## src/rtl/res_writer.sv

```systemverilog
// Result-write stage: buffers upstream results in a small FIFO and writes them
// byte-swapped to consecutive result-memory words, yielding the port to the reader.
module res_writer #(
  parameter int DEPTH      = 128,
  parameter int FIFO_DEPTH = 4,
  parameter int CNT_W      = 8
) (
  input  logic             clk,
  input  logic             rstN,
  input  logic             start,
  input  logic [31:0]      baseAddr,
  input  logic [CNT_W-1:0] count,
  input  logic             inValid,
  input  logic [31:0]      inData,
  output logic             inReady,
  input  logic             rdReq,
  output logic             memWEn,
  output logic [31:0]      memAddr,
  output logic [31:0]      memDataOut,
  output logic             busy,
  output logic             done
);

  localparam int AW = $clog2(DEPTH);
  localparam int PW = $clog2(FIFO_DEPTH);

  typedef enum logic [1:0] {IDLE, RUN, DRAIN, DONE} state_t;

  state_t                       state;
  logic [31:0]                  base_q;
  logic [CNT_W-1:0]             cnt_q, acc, wr;
  logic [FIFO_DEPTH-1:0][31:0]  fifo;
  logic [PW-1:0]                rp, wp;
  logic [PW:0]                  occ;
  logic                         empty, full, push, pop;
  logic [31:0]                  head;
  logic [AW-1:0]                addr_lo;

  assign empty   = (occ == '0);
  assign full    = (occ == (PW+1)'(FIFO_DEPTH));
  assign memWEn  = !empty && !rdReq && (state == RUN || state == DRAIN);
  assign pop     = memWEn;
  // a same-cycle pop frees a slot, so a full FIFO can still take a result
  assign inReady = (state == RUN) && (!full || pop) && (acc < cnt_q);
  assign push    = inValid && inReady;

  assign head       = fifo[rp];
  assign memDataOut = empty ? '0 : {head[7:0], head[15:8], head[23:16], head[31:24]};
  assign addr_lo    = base_q[AW-1:0] + wr[AW-1:0];
  assign memAddr    = 32'(addr_lo);

  assign busy = (state != IDLE);
  assign done = (state == DONE);

  always_ff @(posedge clk or negedge rstN) begin
    if (!rstN) begin
      state  <= IDLE;
      base_q <= '0;
      cnt_q  <= '0;
      acc    <= '0;
      wr     <= '0;
      rp     <= '0;
      wp     <= '0;
      occ    <= '0;
    end else begin
      if (push) begin
        wp  <= wp + PW'(1);
        acc <= acc + CNT_W'(1);
      end
      if (pop) begin
        rp <= rp + PW'(1);
        wr <= wr + CNT_W'(1);
      end
      occ <= occ + {{PW{1'b0}}, push} - {{PW{1'b0}}, pop};
      case (state)
        IDLE: if (start) begin
          base_q <= baseAddr;
          cnt_q  <= count;
          acc    <= '0;
          wr     <= '0;
          state  <= (count == '0) ? DONE : RUN;
        end
        RUN:   if (push && (acc + CNT_W'(1) == cnt_q)) state <= DRAIN;
        DRAIN: if (pop && occ == (PW+1)'(1)) state <= DONE;
        DONE:  state <= IDLE;
        default: state <= IDLE;
      endcase
    end
  end

  // payload storage needs no reset: the output is gated by the occupancy count
  always_ff @(posedge clk) begin
    if (push) fifo[wp] <= inData;
  end

endmodule

```

## config.mk

```make
export PLATFORM = sky130hd
export DESIGN_NAME = res_writer
export DESIGN_NICKNAME = d
export VERILOG_FILES = /design/src/rtl/res_writer.sv
export SDC_FILE = /design/constraint.sdc
export NUM_CORES = 1
export LEC_CHECK = 0
export CAP_MARGIN = 20
export CELL_PAD_IN_SITES_DETAIL_PLACEMENT = 1
export CELL_PAD_IN_SITES_GLOBAL_PLACEMENT = 1
export CORE_MARGIN = 2
export CORE_UTILIZATION = 40
export DETAILED_ROUTE_END_ITERATION = 16
export PLACE_DENSITY_LB_ADDON = 0.1
export REMOVE_ABC_BUFFERS = 1
export SLEW_MARGIN = 20
export SYNTH_ARGS = -nofsm -noshare
export SYNTH_HDL_FRONTEND = slang
export SYNTH_SLANG_ARGS = --single-unit
```

## constraint.sdc

```tcl
create_clock -name clk -period 8.2 [get_ports clk]
set_clock_uncertainty 0.15 [all_clocks]
set_input_delay 1.23 -clock clk [delete_from_list [all_inputs] [get_ports clk]]
set_output_delay 1.23 -clock clk [all_outputs]
set_load 0.01 [all_outputs]
```

==> flow_summary_export.csv, run 1 <==
group,metric,value,unit
cells_and_area,n_fill_cell,1864,
floorplan,die_h,142,um
clocking,cts_buffer_depth,2,
timing,rsz0062_at_grt,"false",
worst_hold_path,hold_class,"reg -> reg",
clocking,clock_latency,0.42,ns
clocking,holdBufCountCts,0,
logic_synthesis,synth_area,7590,um^2
cells_and_area,seqCellArea,4820,um^2
outcome,status,"complete, no violations",
setup_path,end_kind,"primary output",
routing,drt-vias-per-instance,5.09,
logic_synthesis,synthArstFlopShare,23.4,%
logic_synthesis,synthCells,513,
logic_synthesis,syn_area_per_cell,14.8,um^2
clocking,post_cts.repair.setup_buffers,0,
global_route,grtUsageTotal,16.5,%
setup_path,path_class,"in -> out",
cells_and_area,final_cell_mix,"edfxtp_1 (128), clkdlybuf4s50_1 (93), nand2_1 (38)",
routing,wire_per_inst,18.3,um
power,swShare,32.2,%
logic_synthesis,synth-seq-area-share,63.5,%
logic_synthesis,yosys-top-cells-area,"edfxtp_1 (51%), dfrtp_1 (13%), mux4_2 (9.5%)",
floorplan,ios,145,
routing,ant_nets,0,
timing,fmax,0.223,GHz
floorplan,die_width,142,um
timing,finalMaxSlewViolations,0,
logic_synthesis,yosys.area.top_type,"edfxtp_1",
job,drv_cap,0,
logic_synthesis,synth_top_area_share,50.6,%
cells_and_area,num-nets-final,715,
timing,finalCritPeriodShare,54.8,%
timing,fin_crit,4.49,ns
global_route,grt_max_degree,40,
floorplan,dieArea,20100,um^2
logic_synthesis,synthDistinctLibCells,52,
global_route,antenna_found_initial,0,
routing,drt_iter0_markers,224,
clocking,clk_pin_slew,0.06,ns
routing,via_count,4355,
timing,finalHoldViolations,0,
logic_synthesis,ys_warn_count,0,
power,p_switching,1.03,mW
setup_path,arrival,3.11,ns
placed_design,port-buffer-count,94,
cells_and_area,mostFrequentLayoutCell,"edfxtp_1",
logic_synthesis,synth_enable_flop_cells,128,
clocking,h-tree-depth,4,
global_route,gr-total-overflow,0,
power,seqPwrFrac,37.2,%
power,p_leak,3.44,nW
timing,tightest_slew,0.951,ns
timing,hold-worst-slack,0.333,ns
power,combPwrFrac,38.0,%
power,vdd_ir_drop_max,157,uV
clocking,cts_tree,"yes",
cells_and_area,diodes,0,
floorplan,initial_core_util,40.7,%
floorplan,core_area,18600,um^2
logic_synthesis,ys.flop_type,"edfxtp_1",
setup_path,worstPathMaxFanout,4,
clocking,root_buffer,"clkbuf_16",
global_route,grt_pass1_vias,4674,
placed_design,place_congestion,0.806,
placed_design,place_hpwl,10300,um
routing,first_pass_iters,4,
clocking,clock_sinks,167,
clocking,cts_resized,0,
routing,finalWirelength,15600,um
timing,max-slew-margin-rel,36.6,%
timing,fin_setup_tns,0,ns
cells_and_area,syn2layout_area_growth,22.0,%
cells_and_area,drive_above_1_share,12.7,%
timing,finalSetupViolations,0,
power,p_int,2.16,mW
cells_and_area,multiInputGateArea,2490,um^2
power,cellPowerDensity,344,nW/um^2
setup_path,worstPathRequired,6.82,ns
routing,drc,0,
setup_path,crit_path_start_kind,"primary input",
power,p_clk_share,24.9,%
global_route,grt_pass1_wl,25200,um
floorplan,core.rowCount,50,
logic_synthesis,ys_ff_latch,167,
clocking,cts_made_buffers,17,
[power by group through the flow]
stage,logic (mW),registers (mW),clock network [mW]
3_5_place_dp,1.23,1.21,0
4_1_cts,1.24,1.19,0.816
6_report,1.21,1.18,0.792
2_1_floorplan,0.697,1.18,0
5_1_grt,1.34,1.21,0.850
3_3_place_gp,1.20,1.20,0
[per-layer routing]
layer / routed length [um] / GRT usage, %
met5: 0 / 0
met4: 138 / 4.42
met3: 564 / 3.41
met2: 8150 / 28.8
met1: 6780 / 20.9
[stage by stage]
stage | power [mW] | util [%] | setup slack [ns] | area [um^2] | instances
floorplan | 1.88 | - | 4.27 | 7410 | 493
global placement | 2.40 | 46.5 | 3.54 | 8670 | 824
CTS | 3.25 | 49.7 | 3.67 | 9260 | 856
finish | 3.19 | 49.7 | 3.71 | 9260 | 856
detailed placement | 2.44 | 46.5 | 3.47 | 8670 | 824
global route | 3.40 | 49.7 | 3.66 | 9260 | 856
[worst max-delay path, cell delays in order]
cell             delay [ns]
clkdlybuf4s50_1        0.42
nand2b_1               0.21
a311oi_1               0.48
and3_1                 0.23
clkdlybuf4s50_1        0.53
[state kept, by name, summed over array words and instances (netlist names)]
signal / cells
fifo: 128
acc: 8
cnt_q: 8
base_q: 7
wr: 7
occ: 3
rp: 2
state: 2
wp: 2
[area by class of cell]
cell class | instances | share of cell area, %
multi-input combinational | 299 | 26.9
tap | 234 | 3.16
inverter | 27 | 1.09
clock buffer | 17 | 4.59
timing repair buffer | 97 | 10.3
clock inverter | 15 | 1.78
sequential | 167 | 52.1
[Yosys cell counts, drive strengths merged, types with 2 or more instances]
master,instances
edfxtp,128
dfrtp,39
nand2,38
nor2b,34
buf,32
mux4,32
ha,27
inv,27
nor2,22
xnor2,17
o21ai,15
clkbuf,12
xor2,12
nand3,10
and3,7
a21oi,6
nand4,6
and2,4
nand3b,3
nor3,3
o211ai,3
a21boi,2
a21o,2
a221oi,2
a2bb2oi,2
a311oi,2
a31oi,2
and4,2
fa,2
nand2b,2
nor3b,2
nor4,2
[final timing paths]
path	from	end	slack [ns]	depth (start not counted)
max	rdReq	inReady	3.71	5
max reg2reg	state[1]	occ[2]	4.40	12
min	base_q[4]	base_q[4]	0.33	2
min in group asynchronous	rstN	base_q[4]	0.80	1
min reg2reg	base_q[4]	base_q[4]	0.33	2
max in group asynchronous	rstN	rp[1]	6.43	1
[cell families after synthesis]
kind of cell,synth area share [%]
flip-flops,63.5
AND/OR/NAND/NOR,9.61
buffers and inverters,4.95
AO/OA/AOI/OAI,3.94
multiplexers,9.63
adder cells (fa/ha/maj),4.98
XOR/XNOR,3.35
other,0.0494
(Power assumes the default switching activity.)
==> run 2, diff against run 1 <==
==> constraint.sdc (replaced) <==
create_clock -name clk -period 4.15 [get_ports clk]
set_clock_uncertainty 0.15 [all_clocks]
set_input_delay 0.6225 -clock clk [delete_from_list [all_inputs] [get_ports clk]]
set_output_delay 0.6225 -clock clk [all_outputs]
set_load 0.01 [all_outputs]
==> run 2 against run 1 <==
Effect of this change:
- die area is the same
- global-route usage barely moved
- sequential share of layout area fell by 0.61 points
- register-to-register slack worse by 3.4 ns
- final area rose by 1.2%
- wire length is 0.92% higher
- first-iteration DRC count shrank 45%
- critical path depth grew 5
- flip-flop and latch count did not move
- critical path type is now reg -> out
- critical endpoint is now memAddr[6]
- largest cell class unchanged
==> flow_summary_export.csv, run 2 (synthesis results as in run 1) <==
group,metric,value,unit
outcome,status,"complete, no violations",
floorplan,initial_core_util,40.7,%
power,vdd_ir_drop_max,351,uV
setup_path,worstPathMaxFanout,4,
floorplan,core_area,18600,um^2
placed_design,place_ws,0.677,ns
global_route,top_usage_layer,"met2",
clocking,post_cts.repair.setup_buffers,0,
routing,drc,0,
setup_path,reg2reg_to,"occ[2]",
routing,first_pass_iters,4,
timing,fin_setup_tns,0,ns
clocking,cts_resized,0,
clocking,clock_latency,0.41,ns
timing,fin_crit,3.64,ns
placed_design,port-buffer-count,94,
floorplan,dieArea,20100,um^2
global_route,antenna_found_initial,0,
timing,finalHoldViolations,0,
global_route,gr-total-overflow,0,
clocking,cts_made_buffers,17,
setup_path,end_kind,"primary output",
job,drv_cap,0,
global_route,grt.met1_usage,20.1,%
power,p_leak,3.48,nW
global_route,grt_max_degree,40,
global_route,met3_usage,3.71,%
cells_and_area,drive_above_1_share,13.7,%
cells_and_area,syn2layout_area_growth,23.5,%
routing,drt_iter0_markers,124,
setup_path,worstPathRequired,3.38,ns
global_route,use_met2,29.7,%
timing,max-slew-margin-rel,37.7,%
setup_path,critPathMaxStageDelay,0.56,ns
routing,finalWirelength,15800,um
routing,ant_nets,0,
timing,tightest_slew,0.935,ns
floorplan,ios,145,
routing,wire_per_inst,18.3,um
worst_hold_path,hold_class,"in -> async",
cells_and_area,largest_reg_flops,128,
timing,timing.final.ws_setup,0.509,ns
power,cellPowerDensity,677,nW/um^2
setup_path,slowest_stage,"clkdlybuf4s50_1",
placed_design,place_congestion,0.761,
timing,finalMaxSlewViolations,0,
routing,via_count,4349,
setup_path,crit_chain,"ha_1 > inv_1 > fa_1 > nor2b_1 > o21ai_0 > a21boi_0 > o21a_1 > nor2_1 > xnor2_1 > clkdlybuf4s50_1",
cells_and_area,top_register,"fifo",
cells_and_area,final_cell_mix,"edfxtp_1 (128), clkdlybuf4s50_1 (93), nand2_1 (38)",
cells_and_area,reg.largest.list,"fifo (128), acc (8), cnt_q (8)",
clocking,cts_buffer_depth,2,
clocking,holdBufCountCts,0,
timing,hold-worst-slack,0.200,ns
clocking,h-tree-depth,4,
global_route,grtUsageTotal,16.5,%
floorplan,core.rowCount,50,
cells_and_area,mostFrequentLayoutCell,"edfxtp_1",
timing,finalCritPeriodShare,87.7,%
placed_design,place_hpwl,10300,um
timing,rsz0062_at_grt,"false",
floorplan,die_h,142,um
clocking,clk_pin_slew,0.07,ns
setup_path,rr_worst_depth,12,
clocking,clock_sinks,167,
setup_path,crit_path_start_kind,"flip-flop",
cells_and_area,diodes,0,
clocking,cts_tree,"yes",
floorplan,die_width,142,um
clocking,root_buffer,"clkbuf_16",
setup_path,worstReg2RegStart,"state[1]",
setup_path,arrival,2.87,ns
timing,finalSetupViolations,0,
global_route,grt_pass1_vias,4716,
setup_path,path_class,"reg -> out",
cells_and_area,num-nets-final,721,
timing,fmax,0.275,GHz
routing,drt-vias-per-instance,5.05,
global_route,grt_pass1_wl,25100,um
setup_path,r2r_slack,0.97,ns
## run 2: cell type report
| class | count | area, um^2 |
|---|---|---|
| well taps | 234 | 293 |
| repair buffers | 103 | 1070 |
| flip-flops and latches | 167 | 4820 |
| multi-input cells | 299 | 2490 |
| fillers | 1849 | 9270 |
| clock inverters | 15 | 168 |
| clock buffers | 17 | 425 |
| inverters | 27 | 101 |
## run 2: routing by layer
layer | part of all wire [%] | vias to the layer above
met5 | 0 | -
met1 | 44 | 2227
met2 | 53 | 76
met4 | 0.75 | 0
met3 | 2.9 | 10
li1 | - | 2036
## run 2: how the worst max path moves through the flow
stage / endpoint / slack (ns) / start / cells past startpoint
after global placement: occ[2] / 0.72 / rdReq / 11
after floorplan: occ[2] / 0.22 / occ[1] / 7
final: memAddr[6] / 0.51 / wr[0] / 10
after global routing: memAddr[6] / 0.31 / wr[0] / 10
after CTS: memAddr[6] / 0.46 / wr[0] / 10
after detailed placement: occ[2] / 0.68 / rdReq / 11
## run 2: power by group
group | switching [mW] | internal [mW] | leakage, nW
logic | 1.13 | 1.32 | 1.54
registers | 0.236 | 2.08 | 1.65
clock network | 0.678 | 0.902 | 0.289
total | 2.04 | 4.30 | 3.48
## run 2: stage by stage
step	utilization (%)	instances	total power [mW]	cell area [um^2]
2_1_floorplan	-	493	3.72	7410
3_3_place_gp	47.1	830	4.79	8780
3_5_place_dp	47.1	830	4.86	8780
4_1_cts	50.3	862	6.46	9370
5_1_grt	50.3	862	6.75	9370
6_report	50.3	862	6.35	9370
## run 2: worst max-delay path, delay by kind of cell, from the launching register on
family | cells | cell delay (ns)
and+or+nand+nor | 2 | 0.17
DFF | 1 | 0.42
xor gates and xnor gates | 1 | 0.15
adders and majority gates | 2 | 0.60
buffers and inverters | 2 | 0.62
AOI/OAI and AO/OA | 3 | 0.49
